[config.mk]
export PLATFORM = sky130hd
export DESIGN_NAME = riscv_multicycle_ctrl_flat
export DESIGN_NICKNAME = d
export VERILOG_FILES = /design/src/rtl/riscv_multicycle_ctrl_if.sv /design/src/rtl/riscv_multicycle_ctrl.sv /design/src/flat_wrapper.sv
export SDC_FILE = /design/constraint.sdc
export NUM_CORES = 1
export LEC_CHECK = 0
export ABC_AREA = 1
export ABC_CLOCK_PERIOD_IN_PS = 3430
export CAP_MARGIN = 20
export CELL_PAD_IN_SITES_DETAIL_PLACEMENT = 1
export CELL_PAD_IN_SITES_GLOBAL_PLACEMENT = 2
export CORE_ASPECT_RATIO = 0.6
export CORE_MARGIN = 4
export CORE_UTILIZATION = 24
export CTS_CLUSTER_DIAMETER = 60
export DETAILED_ROUTE_END_ITERATION = 10
export PLACE_DENSITY_LB_ADDON = 0.12
export RECOVER_POWER = 100
export SLEW_MARGIN = 20
export SYNTH_ARGS = -nofsm -noshare
export SYNTH_HDL_FRONTEND = slang
export SYNTH_SLANG_ARGS = --single-unit
[constraint.sdc]
create_clock -name clk -period 3.43 [get_ports clk]
set_input_delay 0.686 -clock clk [delete_from_list [all_inputs] [get_ports clk]]
set_output_delay 0.686 -clock clk [all_outputs]
set_load 0.05 [all_outputs]
[src/rtl/riscv_multicycle_ctrl_if.sv]
// riscv_multicycle_ctrl_if: IR fields, ALU flags, memory handshake and datapath controls of the multi-cycle controller
interface riscv_multicycle_ctrl_if;
  logic [6:0] opcode;
  logic [2:0] funct3;
  logic       funct7b5;
  logic       N, Z, C, V;
  logic       mem_ready;
  logic       mem_req;
  logic       mem_we;
  logic       adr_sel;
  logic       ir_wren;
  logic       pc_wren;
  logic       regfile_wren;
  logic [1:0] ALU_asel;
  logic [1:0] ALU_bsel;
  logic [1:0] result_sel;
  logic [2:0] ximm_sel;
  logic [2:0] ALU_control;
  logic       fault;
  modport master (
    input  opcode, funct3, funct7b5, N, Z, C, V, mem_ready,
    output mem_req, mem_we, adr_sel, ir_wren, pc_wren, regfile_wren,
           ALU_asel, ALU_bsel, result_sel, ximm_sel, ALU_control, fault
  );
  modport slave (
    output opcode, funct3, funct7b5, N, Z, C, V, mem_ready,
    input  mem_req, mem_we, adr_sel, ir_wren, pc_wren, regfile_wren,
           ALU_asel, ALU_bsel, result_sel, ximm_sel, ALU_control, fault
  );
endinterface

[src/rtl/riscv_multicycle_ctrl.sv]
// riscv_multicycle_ctrl: Moore FSM sequencing a multi-cycle RV32I core; RISCV_MC_INSTRET_EN adds the instret counter
module riscv_multicycle_ctrl #(
  parameter int MEM_TIMEOUT = 15,
  parameter int CNT_W       = 32
) (
  input logic                    clk,
  input logic                    reset_n,
  riscv_multicycle_ctrl_if.master bus
`ifdef RISCV_MC_INSTRET_EN
  ,
  output logic [CNT_W-1:0]       instret
`endif
);
  localparam int TW = (MEM_TIMEOUT < 2) ? 1 : $clog2(MEM_TIMEOUT + 1);
  typedef enum logic [4:0] {
    IDLE, FETCH, DECODE, MEMADR, MEMREAD, MEMWB, MEMWRITE, EXR, EXI,
    ALUWB, BRANCH, JAL, JALR1, JALR2, LUI, AUIPC, FAULT
  } state_t;
  state_t        state_q, state_d;
  logic [TW-1:0] cnt_q, cnt_d;
  logic          waiting, timeout, ex_bad, br_bad, br_raw, br_take;
  logic [2:0]    ex_alu;
  assign waiting = (state_q == FETCH) || (state_q == MEMREAD) || (state_q == MEMWRITE);
  assign timeout = (MEM_TIMEOUT != 0) && (cnt_q == TW'(MEM_TIMEOUT));
  assign ex_bad  = bus.funct3[0] & ~&bus.funct3;
  assign ex_alu  = (bus.funct3 == 3'b010) ? 3'b101 :
                   (bus.funct3 == 3'b100) ? 3'b100 :
                   (bus.funct3 == 3'b110) ? 3'b011 :
                   (bus.funct3 == 3'b111) ? 3'b010 :
                   (bus.funct3 == 3'b000 && state_q == EXR && bus.funct7b5) ? 3'b001 : 3'b000;
  assign br_bad  = bus.funct3[2:1] == 2'b01;
  assign br_raw  = (bus.funct3[2:1] == 2'b00) ? bus.Z :
                   (bus.funct3[2:1] == 2'b10) ? (bus.N ^ bus.V) : ~bus.C;
  assign br_take = (br_raw ^ bus.funct3[0]) & ~br_bad;
  // Next state and Moore outputs; only FETCH and BRANCH write enables look at inputs
  always_comb begin
    state_d          = state_q;
    bus.mem_req      = 1'b0;
    bus.mem_we       = 1'b0;
    bus.adr_sel      = 1'b0;
    bus.ir_wren      = 1'b0;
    bus.pc_wren      = 1'b0;
    bus.regfile_wren = 1'b0;
    bus.ALU_asel     = 2'b00;
    bus.ALU_bsel     = 2'b00;
    bus.result_sel   = 2'b00;
    bus.ximm_sel     = 3'b000;
    bus.ALU_control  = 3'b000;
    bus.fault        = 1'b0;
    case (state_q)
      IDLE: state_d = FETCH;
      FETCH: begin
        bus.mem_req    = 1'b1;
        bus.ALU_bsel   = 2'b10;
        bus.result_sel = 2'b10;
        bus.ir_wren    = bus.mem_ready;
        bus.pc_wren    = bus.mem_ready;
        state_d        = bus.mem_ready ? DECODE : timeout ? FAULT : FETCH;
      end
      DECODE: begin
        bus.ALU_asel = 2'b01;
        bus.ALU_bsel = 2'b01;
        bus.ximm_sel = 3'b010;
        case (bus.opcode)
          7'b0000011, 7'b0100011: state_d = MEMADR;
          7'b0110011:             state_d = EXR;
          7'b0010011:             state_d = EXI;
          7'b1100011:             state_d = BRANCH;
          7'b1101111:             state_d = JAL;
          7'b1100111:             state_d = JALR1;
          7'b0110111:             state_d = LUI;
          7'b0010111:             state_d = AUIPC;
          default:                state_d = FAULT;
        endcase
      end
      MEMADR: begin
        bus.ALU_asel = 2'b10;
        bus.ALU_bsel = 2'b01;
        bus.ximm_sel = {2'b00, bus.opcode[5]};
        state_d      = bus.opcode[5] ? MEMWRITE : MEMREAD;
      end
      MEMREAD: begin
        bus.mem_req = 1'b1;
        bus.adr_sel = 1'b1;
        state_d     = bus.mem_ready ? MEMWB : timeout ? FAULT : MEMREAD;
      end
      MEMWB: begin
        bus.result_sel   = 2'b01;
        bus.regfile_wren = 1'b1;
        state_d          = FETCH;
      end
      MEMWRITE: begin
        bus.mem_req = 1'b1;
        bus.mem_we  = 1'b1;
        bus.adr_sel = 1'b1;
        state_d     = bus.mem_ready ? FETCH : timeout ? FAULT : MEMWRITE;
      end
      EXR, EXI: begin
        bus.ALU_asel    = 2'b10;
        bus.ALU_bsel    = (state_q == EXI) ? 2'b01 : 2'b00;
        bus.ALU_control = ex_alu;
        state_d         = ex_bad ? FAULT : ALUWB;
      end
      ALUWB: begin
        bus.regfile_wren = 1'b1;
        state_d          = FETCH;
      end
      BRANCH: begin
        bus.ALU_asel    = 2'b10;
        bus.ALU_control = 3'b001;
        bus.pc_wren     = br_take;
        state_d         = br_bad ? FAULT : FETCH;
      end
      JAL: begin
        bus.ALU_asel = 2'b01;
        bus.ALU_bsel = 2'b10;
        bus.pc_wren  = 1'b1;
        state_d      = ALUWB;
      end
      JALR1: begin
        bus.ALU_asel   = 2'b10;
        bus.ALU_bsel   = 2'b01;
        bus.result_sel = 2'b10;
        bus.pc_wren    = 1'b1;
        state_d        = JALR2;
      end
      JALR2: begin
        bus.ALU_asel     = 2'b01;
        bus.ALU_bsel     = 2'b10;
        bus.result_sel   = 2'b10;
        bus.regfile_wren = 1'b1;
        state_d          = FETCH;
      end
      LUI, AUIPC: begin
        bus.ALU_asel = (state_q == LUI) ? 2'b11 : 2'b01;
        bus.ALU_bsel = 2'b01;
        bus.ximm_sel = 3'b100;
        state_d      = ALUWB;
      end
      FAULT:   bus.fault = 1'b1;
      default: state_d = FAULT;
    endcase
  end
  assign cnt_d = (waiting && !bus.mem_ready && state_d == state_q) ? cnt_q + TW'(1) : '0;
`ifdef RISCV_MC_INSTRET_EN
  logic [CNT_W-1:0] instret_q, instret_d;
  assign instret_d = (state_d == FETCH && state_q != FETCH && state_q != IDLE) ?
                     instret_q + CNT_W'(1) : instret_q;
  assign instret   = instret_q;
`endif
  // State, memory-wait counter and retired count registers
  always_ff @(posedge clk or negedge reset_n) begin
    if (!reset_n) begin
      state_q   <= IDLE;
      cnt_q     <= '0;
`ifdef RISCV_MC_INSTRET_EN
      instret_q <= '0;
`endif
    end else begin
      state_q   <= state_d;
      cnt_q     <= cnt_d;
`ifdef RISCV_MC_INSTRET_EN
      instret_q <= instret_d;
`endif
    end
  end
endmodule
[src/flat_wrapper.sv]
// flat-port wrapper written by rule: the top's interface ports become plain ports
module riscv_multicycle_ctrl_flat 
#(
  parameter int MEM_TIMEOUT = 15,
  parameter int CNT_W       = 32
)
  (clk, reset_n, bus_opcode, bus_funct3, bus_funct7b5, bus_N, bus_Z, bus_C, bus_V, bus_mem_ready, bus_mem_req, bus_mem_we, bus_adr_sel, bus_ir_wren, bus_pc_wren, bus_regfile_wren, bus_ALU_asel, bus_ALU_bsel, bus_result_sel, bus_ximm_sel, bus_ALU_control, bus_fault);
  riscv_multicycle_ctrl_if bus_i ();
  input logic clk;
  input logic reset_n;
  input wire logic [$bits(bus_i.opcode)-1:0] bus_opcode;
  input wire logic [$bits(bus_i.funct3)-1:0] bus_funct3;
  input wire logic [$bits(bus_i.funct7b5)-1:0] bus_funct7b5;
  input wire logic [$bits(bus_i.N)-1:0] bus_N;
  input wire logic [$bits(bus_i.Z)-1:0] bus_Z;
  input wire logic [$bits(bus_i.C)-1:0] bus_C;
  input wire logic [$bits(bus_i.V)-1:0] bus_V;
  input wire logic [$bits(bus_i.mem_ready)-1:0] bus_mem_ready;
  output wire logic [$bits(bus_i.mem_req)-1:0] bus_mem_req;
  output wire logic [$bits(bus_i.mem_we)-1:0] bus_mem_we;
  output wire logic [$bits(bus_i.adr_sel)-1:0] bus_adr_sel;
  output wire logic [$bits(bus_i.ir_wren)-1:0] bus_ir_wren;
  output wire logic [$bits(bus_i.pc_wren)-1:0] bus_pc_wren;
  output wire logic [$bits(bus_i.regfile_wren)-1:0] bus_regfile_wren;
  output wire logic [$bits(bus_i.ALU_asel)-1:0] bus_ALU_asel;
  output wire logic [$bits(bus_i.ALU_bsel)-1:0] bus_ALU_bsel;
  output wire logic [$bits(bus_i.result_sel)-1:0] bus_result_sel;
  output wire logic [$bits(bus_i.ximm_sel)-1:0] bus_ximm_sel;
  output wire logic [$bits(bus_i.ALU_control)-1:0] bus_ALU_control;
  output wire logic [$bits(bus_i.fault)-1:0] bus_fault;
  assign bus_i.opcode = bus_opcode;
  assign bus_i.funct3 = bus_funct3;
  assign bus_i.funct7b5 = bus_funct7b5;
  assign bus_i.N = bus_N;
  assign bus_i.Z = bus_Z;
  assign bus_i.C = bus_C;
  assign bus_i.V = bus_V;
  assign bus_i.mem_ready = bus_mem_ready;
  assign bus_mem_req = bus_i.mem_req;
  assign bus_mem_we = bus_i.mem_we;
  assign bus_adr_sel = bus_i.adr_sel;
  assign bus_ir_wren = bus_i.ir_wren;
  assign bus_pc_wren = bus_i.pc_wren;
  assign bus_regfile_wren = bus_i.regfile_wren;
  assign bus_ALU_asel = bus_i.ALU_asel;
  assign bus_ALU_bsel = bus_i.ALU_bsel;
  assign bus_result_sel = bus_i.result_sel;
  assign bus_ximm_sel = bus_i.ximm_sel;
  assign bus_ALU_control = bus_i.ALU_control;
  assign bus_fault = bus_i.fault;
  riscv_multicycle_ctrl #(.MEM_TIMEOUT(MEM_TIMEOUT), .CNT_W(CNT_W)) u_core (.clk(clk), .reset_n(reset_n), .bus(bus_i));
endmodule
* After elaboration in Yosys (flattened, before gate mapping)
Cells that the tools add are included.
** Operators by class
- Add/subtract/negate cells :: 1
- Reduce and logical (&&, ||, !) cells :: 26
- Muxes and demuxes :: 33
- Bitwise operators :: 6
- Equal/unequal tests :: 33
** Operators by type and width (number)
- 5-bit case mux with 11 select lines :: 1
- 5-bit by 4-bit equality test with 1-bit output (second input constant) :: 8
- 5-bit 2-to-1 mux :: 8
- 5-bit case mux with 8 select lines :: 1
- 7-bit by 6-bit equality test with 1-bit output (second input constant) :: 3
- 7-bit equality test (second input constant) :: 3
- 5-bit by 3-bit equality test with 1-bit output (second input constant) :: 4
- 3-bit OR reduction :: 6
- 7-bit by 5-bit equality test with 1-bit output (second input constant) :: 2
- 3-bit 2-to-1 mux :: 4
- 2-bit case mux with 3 select lines :: 2
- 5-bit by 2-bit equality test with 1-bit output (second input constant) :: 2
- 1-bit 2-to-1 mux :: 10
- 2-bit OR reduction :: 5
- 5-bit OR reduction :: 2
- 3-bit equality test (second input constant) :: 3
- 3-bit case mux with 3 select lines :: 1
- 7-bit by 2-bit equality test with 1-bit output (second input constant) :: 1
- 3-bit case mux with 2 select lines :: 1
- 5-bit by 1-bit equality test with 1-bit output (second input constant) :: 1
- 5-bit equality test :: 1
- 5-bit equality test (second input constant) :: 1
- 5-bit zero test :: 1
- 4-bit by 1-bit adder with 4-bit output (second input constant) :: 1
- other kinds (18) :: 27
** Storage, ports and cells
- Word-level logic and storage cells :: 101
- Flip-flop bits (word level) :: 9
- Bits of input ports :: 18

* Logic depth before layout (Yosys ltp)
- Depth after elaboration :: 9
- Mapped depth :: 13

* Worst setup path before layout
Ideal clock, no wire load.
- Path type :: input-to-output
- From :: input port bus_funct3[1]
- To :: output port bus_pc_wren
- Cell stages on the path :: 6
- Data arrival time :: 2.232 ns
- Path buffers :: 0
- Path slack :: 0.512 ns
- Cells stage by stage :: inv_1 -> o21ai_0 -> o21ai_0 -> o21ai_0 -> xor2_1 -> o21ai_0
** On the way
- Longest elaborated chain between the ends :: 6
- Elaborated cells on any way between the ends :: 9
- Classes of those cells :: 2 x eq/ne; 3 x mux; 3 x bitwise; 1 x reduce/logical
** RTL lines
- from (decl) :: line flat_wrapper.sv:12 : input wire logic [$bits(bus_i.funct3)-1:0] bus_funct3;
- 2-bit equality test :: line riscv_multicycle_ctrl.sv:33 : (bus.funct3[2:1] == 2'b10) ? (bus.N ^ bus.V) : ~bus.C;
- 1-bit 2-to-1 mux :: line riscv_multicycle_ctrl.sv:33
- 1-bit 2-to-1 mux :: line riscv_multicycle_ctrl.sv:32 : assign br_raw = (bus.funct3[2:1] == 2'b00) ? bus.Z :
- 1-bit XOR :: line riscv_multicycle_ctrl.sv:34 : assign br_take = (br_raw ^ bus.funct3[0]) & ~br_bad;
- 1-bit bitwise AND (*) :: line riscv_multicycle_ctrl.sv:34
- 1-bit case mux with 3 select lines (*) :: line riscv_multicycle_ctrl.sv:50 : case (state_q)
- to (decl) :: line flat_wrapper.sv:23 : output wire logic [$bits(bus_i.pc_wren)-1:0] bus_pc_wren;
Mark *: on every way between the ends. The rest lies on a longest branch, timed or not.

* Final worst setup path
- From :: register u_core.state_q[4]
- To :: output port bus_ALU_asel[1]
** On the way
- Longest elaborated chain between the ends :: 3
- Elaborated cells on any way between the ends :: 15
- Classes of those cells :: 10 x eq/ne; 2 x mux; 3 x reduce/logical
** RTL lines
- from (decl) :: line riscv_multicycle_ctrl.sv:19 : state_t state_q, state_d;
- from (signal assigned) :: line riscv_multicycle_ctrl.sv:160 : state_q <= state_d;
- 5-bit by 2-bit equality test with 1-bit output (tied with other cells) :: line riscv_multicycle_ctrl.sv:50
- 5-bit OR reduction (no line) (tied with other cells)
- 2-bit case mux with 3 select lines (*) :: line riscv_multicycle_ctrl.sv:50
- to (decl) :: line flat_wrapper.sv:25 : output wire logic [$bits(bus_i.ALU_asel)-1:0] bus_ALU_asel;
Marked as above.

==> run metrics <==
Ys Warns=0; effective utilization at floorplan=0.255; VDD IR max=63.6 uV; Crit-path slowest cell=dlygate4sd3_1; power density over cell area=177 mW/mm2; startpoint types=flop; final count of pins violating max slew=0; vias per cell=4.64; Cells after Synth=175; RSZ-0062 raised after global routing=no; Bufs on Longest Clock Path=2; Clock Latency Late Sink=240 ps; DP Area=0.00151 mm2; GRT Overall Usage=0.146; CTS clk-pin slew, worst paths=50 ps; Die H=60.0 um; # nets final=234; per-cell routed wire length=14.2 um; commonest non-fill, non-tap cells in the layout=43 x nand2_1, 23 x nor2_1, 19 x inv_1, 19 x dlygate4sd3_1, 18 x nand3_1; DIE WIDTH=94.6 um; Worst Tran Pin Value=611 ps; post-synth top area share=0.208; first-pass GRT wire length=6400 um; Finished Cell Area=0.00153 mm2; Leak=0.000780 uW; slowest cell delay on critical path=900 ps; CP Data Arrival Time=2460 ps; kind of critical path=reg -> out; Die Area=0.00568 mm2; CORE AREA=0.00423 mm2; max_cap viols=0; DRT Pass-1 Iters=4; share of cells above drive strength 1=0.159; required time worst endpoint=2740 ps; outcome=finished, final reports clean; largest net degree at the start of global routing=13; synth top area cells=dfrtp_1 21%, nand2_1 15%, nor2_1 8.0%; Fillers=578; boundary pin count=37; GP Congestion=0.794; setup_tns=0 ps; Post-CTS Setup Bufs=0; Antenna Nets Post-Route=0; DR vias=1270; Hold Vio Cnt, Final=0; register bit count reported by yosys=9; CTS Buf Count=3; Async SR Flop Fraction=1.00; row cnt=18; critical path, cell by cell=inv_2, nand2_2, nor2_4, a21oi_1, o211ai_1, dlygate4sd3_1; crit path max fanout=12; area of the multi-input gates=742 um2; Syn Area/Cell=6.18 um2; crit path time final=3140 ps; DRC=0; Max-slew headroom=0.595; number of port buffers=36; max frequency=318 MHz; Antenna diodes=0; sequential share of the synthesized area=0.208; final setup violation count=0; CP endpoint kind=primary output; CTS sink count=9; H-tree Lvls=1; DR iter-0 viols=55; post-synth cell types=26; final worst-path cycle share=0.917; synthesized cell area=0.00108 mm2; Hold Path Class=reg -> reg; antenna violations before repair=0; leading area contributor after synthesis=dfrtp_1; hold-fix buffer count after cts=0; Area growth, synth to finish=41.8%; most common cell after layout, fill and taps aside=nand2_1; Synthesized Nets=194; CTS tree=built; vias in the first global route=1299; grt ovf=0; FF/Latch Area=225 um2; PostCTS Resize Cnt=0; Total Wirelength=3900 um; DP Wirelength=3400 um; Post-synth EDFFs=0; Layout Skew=10.8 ps; ys flop type=dfrtp_1; root buf cell=clkbuf_8
final cells by class:
class                      instances  share of cell area
clock buffer                       4              0.0294
timing repair buffer              36               0.227
multi-input combinational        139               0.484
sequential                         9               0.147
tap                               60              0.0490
inverter                          26              0.0637
flip-flops by register name, summed over array words and instances (netlist names):
name / count
u_core.cnt_q: 4
u_core.state_q: 5
stage by stage:
| stage | hold WS, ps | setup slack [ps] | instances | power [uW] | utilization |
|---|---|---|---|---|---|
| 2_1_floorplan | 390 | 512 | 175 | 122 | - |
| 3_3_place_gp | 448 | 436 | 270 | 149 | 0.357 |
| 3_5_place_dp | 455 | 433 | 270 | 150 | 0.357 |
| 4_1_cts | 460 | 364 | 274 | 277 | 0.368 |
| 5_1_grt | 484 | 146 | 274 | 288 | 0.362 |
| 6_report | 460 | 286 | 274 | 272 | 0.362 |
power by group:
group / leakage, uW / switching (uW) / internal [uW]
Clock: 0.0000228 / 42.8 / 81.1
Combinational: 0.000636 / 19.3 / 22.1
Sequential: 0.000121 / 0 / 107
Total: 0.000780 / 62.2 / 210
cell usage after synthesis, types with 2 or more instances:
master	n
nand2_1	43
nor2_1	23
inv_1	19
nand3_1	17
dfrtp_1	9
nor2_2	7
o21ai_0	7
a21oi_1	6
inv_2	6
nand3_2	6
nor2_4	6
nand2_2	5
nand4_1	4
xor2_1	3
a41oi_1	2
nor3_1	2
critical path, delay by kind of cell, from the launching register on:
family | cells | cell delay (ps)
DFF | 1 | 440
buffers and inverters | 2 | 1150
AOI/OAI and AO/OA | 2 | 310
and+or+nand+nor | 2 | 310
logic make-up (layout without fill, tap and decap cells):
family / after synthesis / in the layout / share of synthesized area
fa+ha+maj: 1 / 1 / 0.0116
simple gates: 115 / 115 / 0.544
xor+xnor: 4 / 4 / 0.0324
compound gates: 19 / 19 / 0.103
flops: 9 / 9 / 0.208
buf+inv: 27 / 66 / 0.101
path summary, 6_finish.rpt:
path	start	end	slack, ps	cells after the start
setup / recovery	u_core.state_q[4]$_DFF_PN0_	bus_ALU_asel[1]	290	6
hold / removal	u_core.cnt_q[0]$_DFF_PN0_	u_core.cnt_q[0]$_DFF_PN0_	460	1
setup reg to reg	u_core.state_q[4]$_DFF_PN0_	u_core.cnt_q[2]$_DFF_PN0_	1400	11
hold reg to reg	u_core.cnt_q[0]$_DFF_PN0_	u_core.cnt_q[0]$_DFF_PN0_	460	1
max in group asynchronous	reset_n	u_core.cnt_q[2]$_DFF_PN0_	2280	1
min in group asynchronous	reset_n	u_core.state_q[4]$_DFF_PN0_	830	1
metal layers:
| metal | vias to the layer above | wire length, um | global-route usage | part of all wire |
|---|---|---|---|---|
| met4 | 0 | 7 | 0.0308 | 0.0018 |
| met3 | 2 | 125 | 0.0226 | 0.032 |
| li1 | 648 | - | - | - |
| met1 | 593 | 2120 | 0.215 | 0.54 |
| met5 | - | 0 | 0 | 0 |
| met2 | 27 | 1650 | 0.226 | 0.42 |
(Power assumes the default switching activity.)
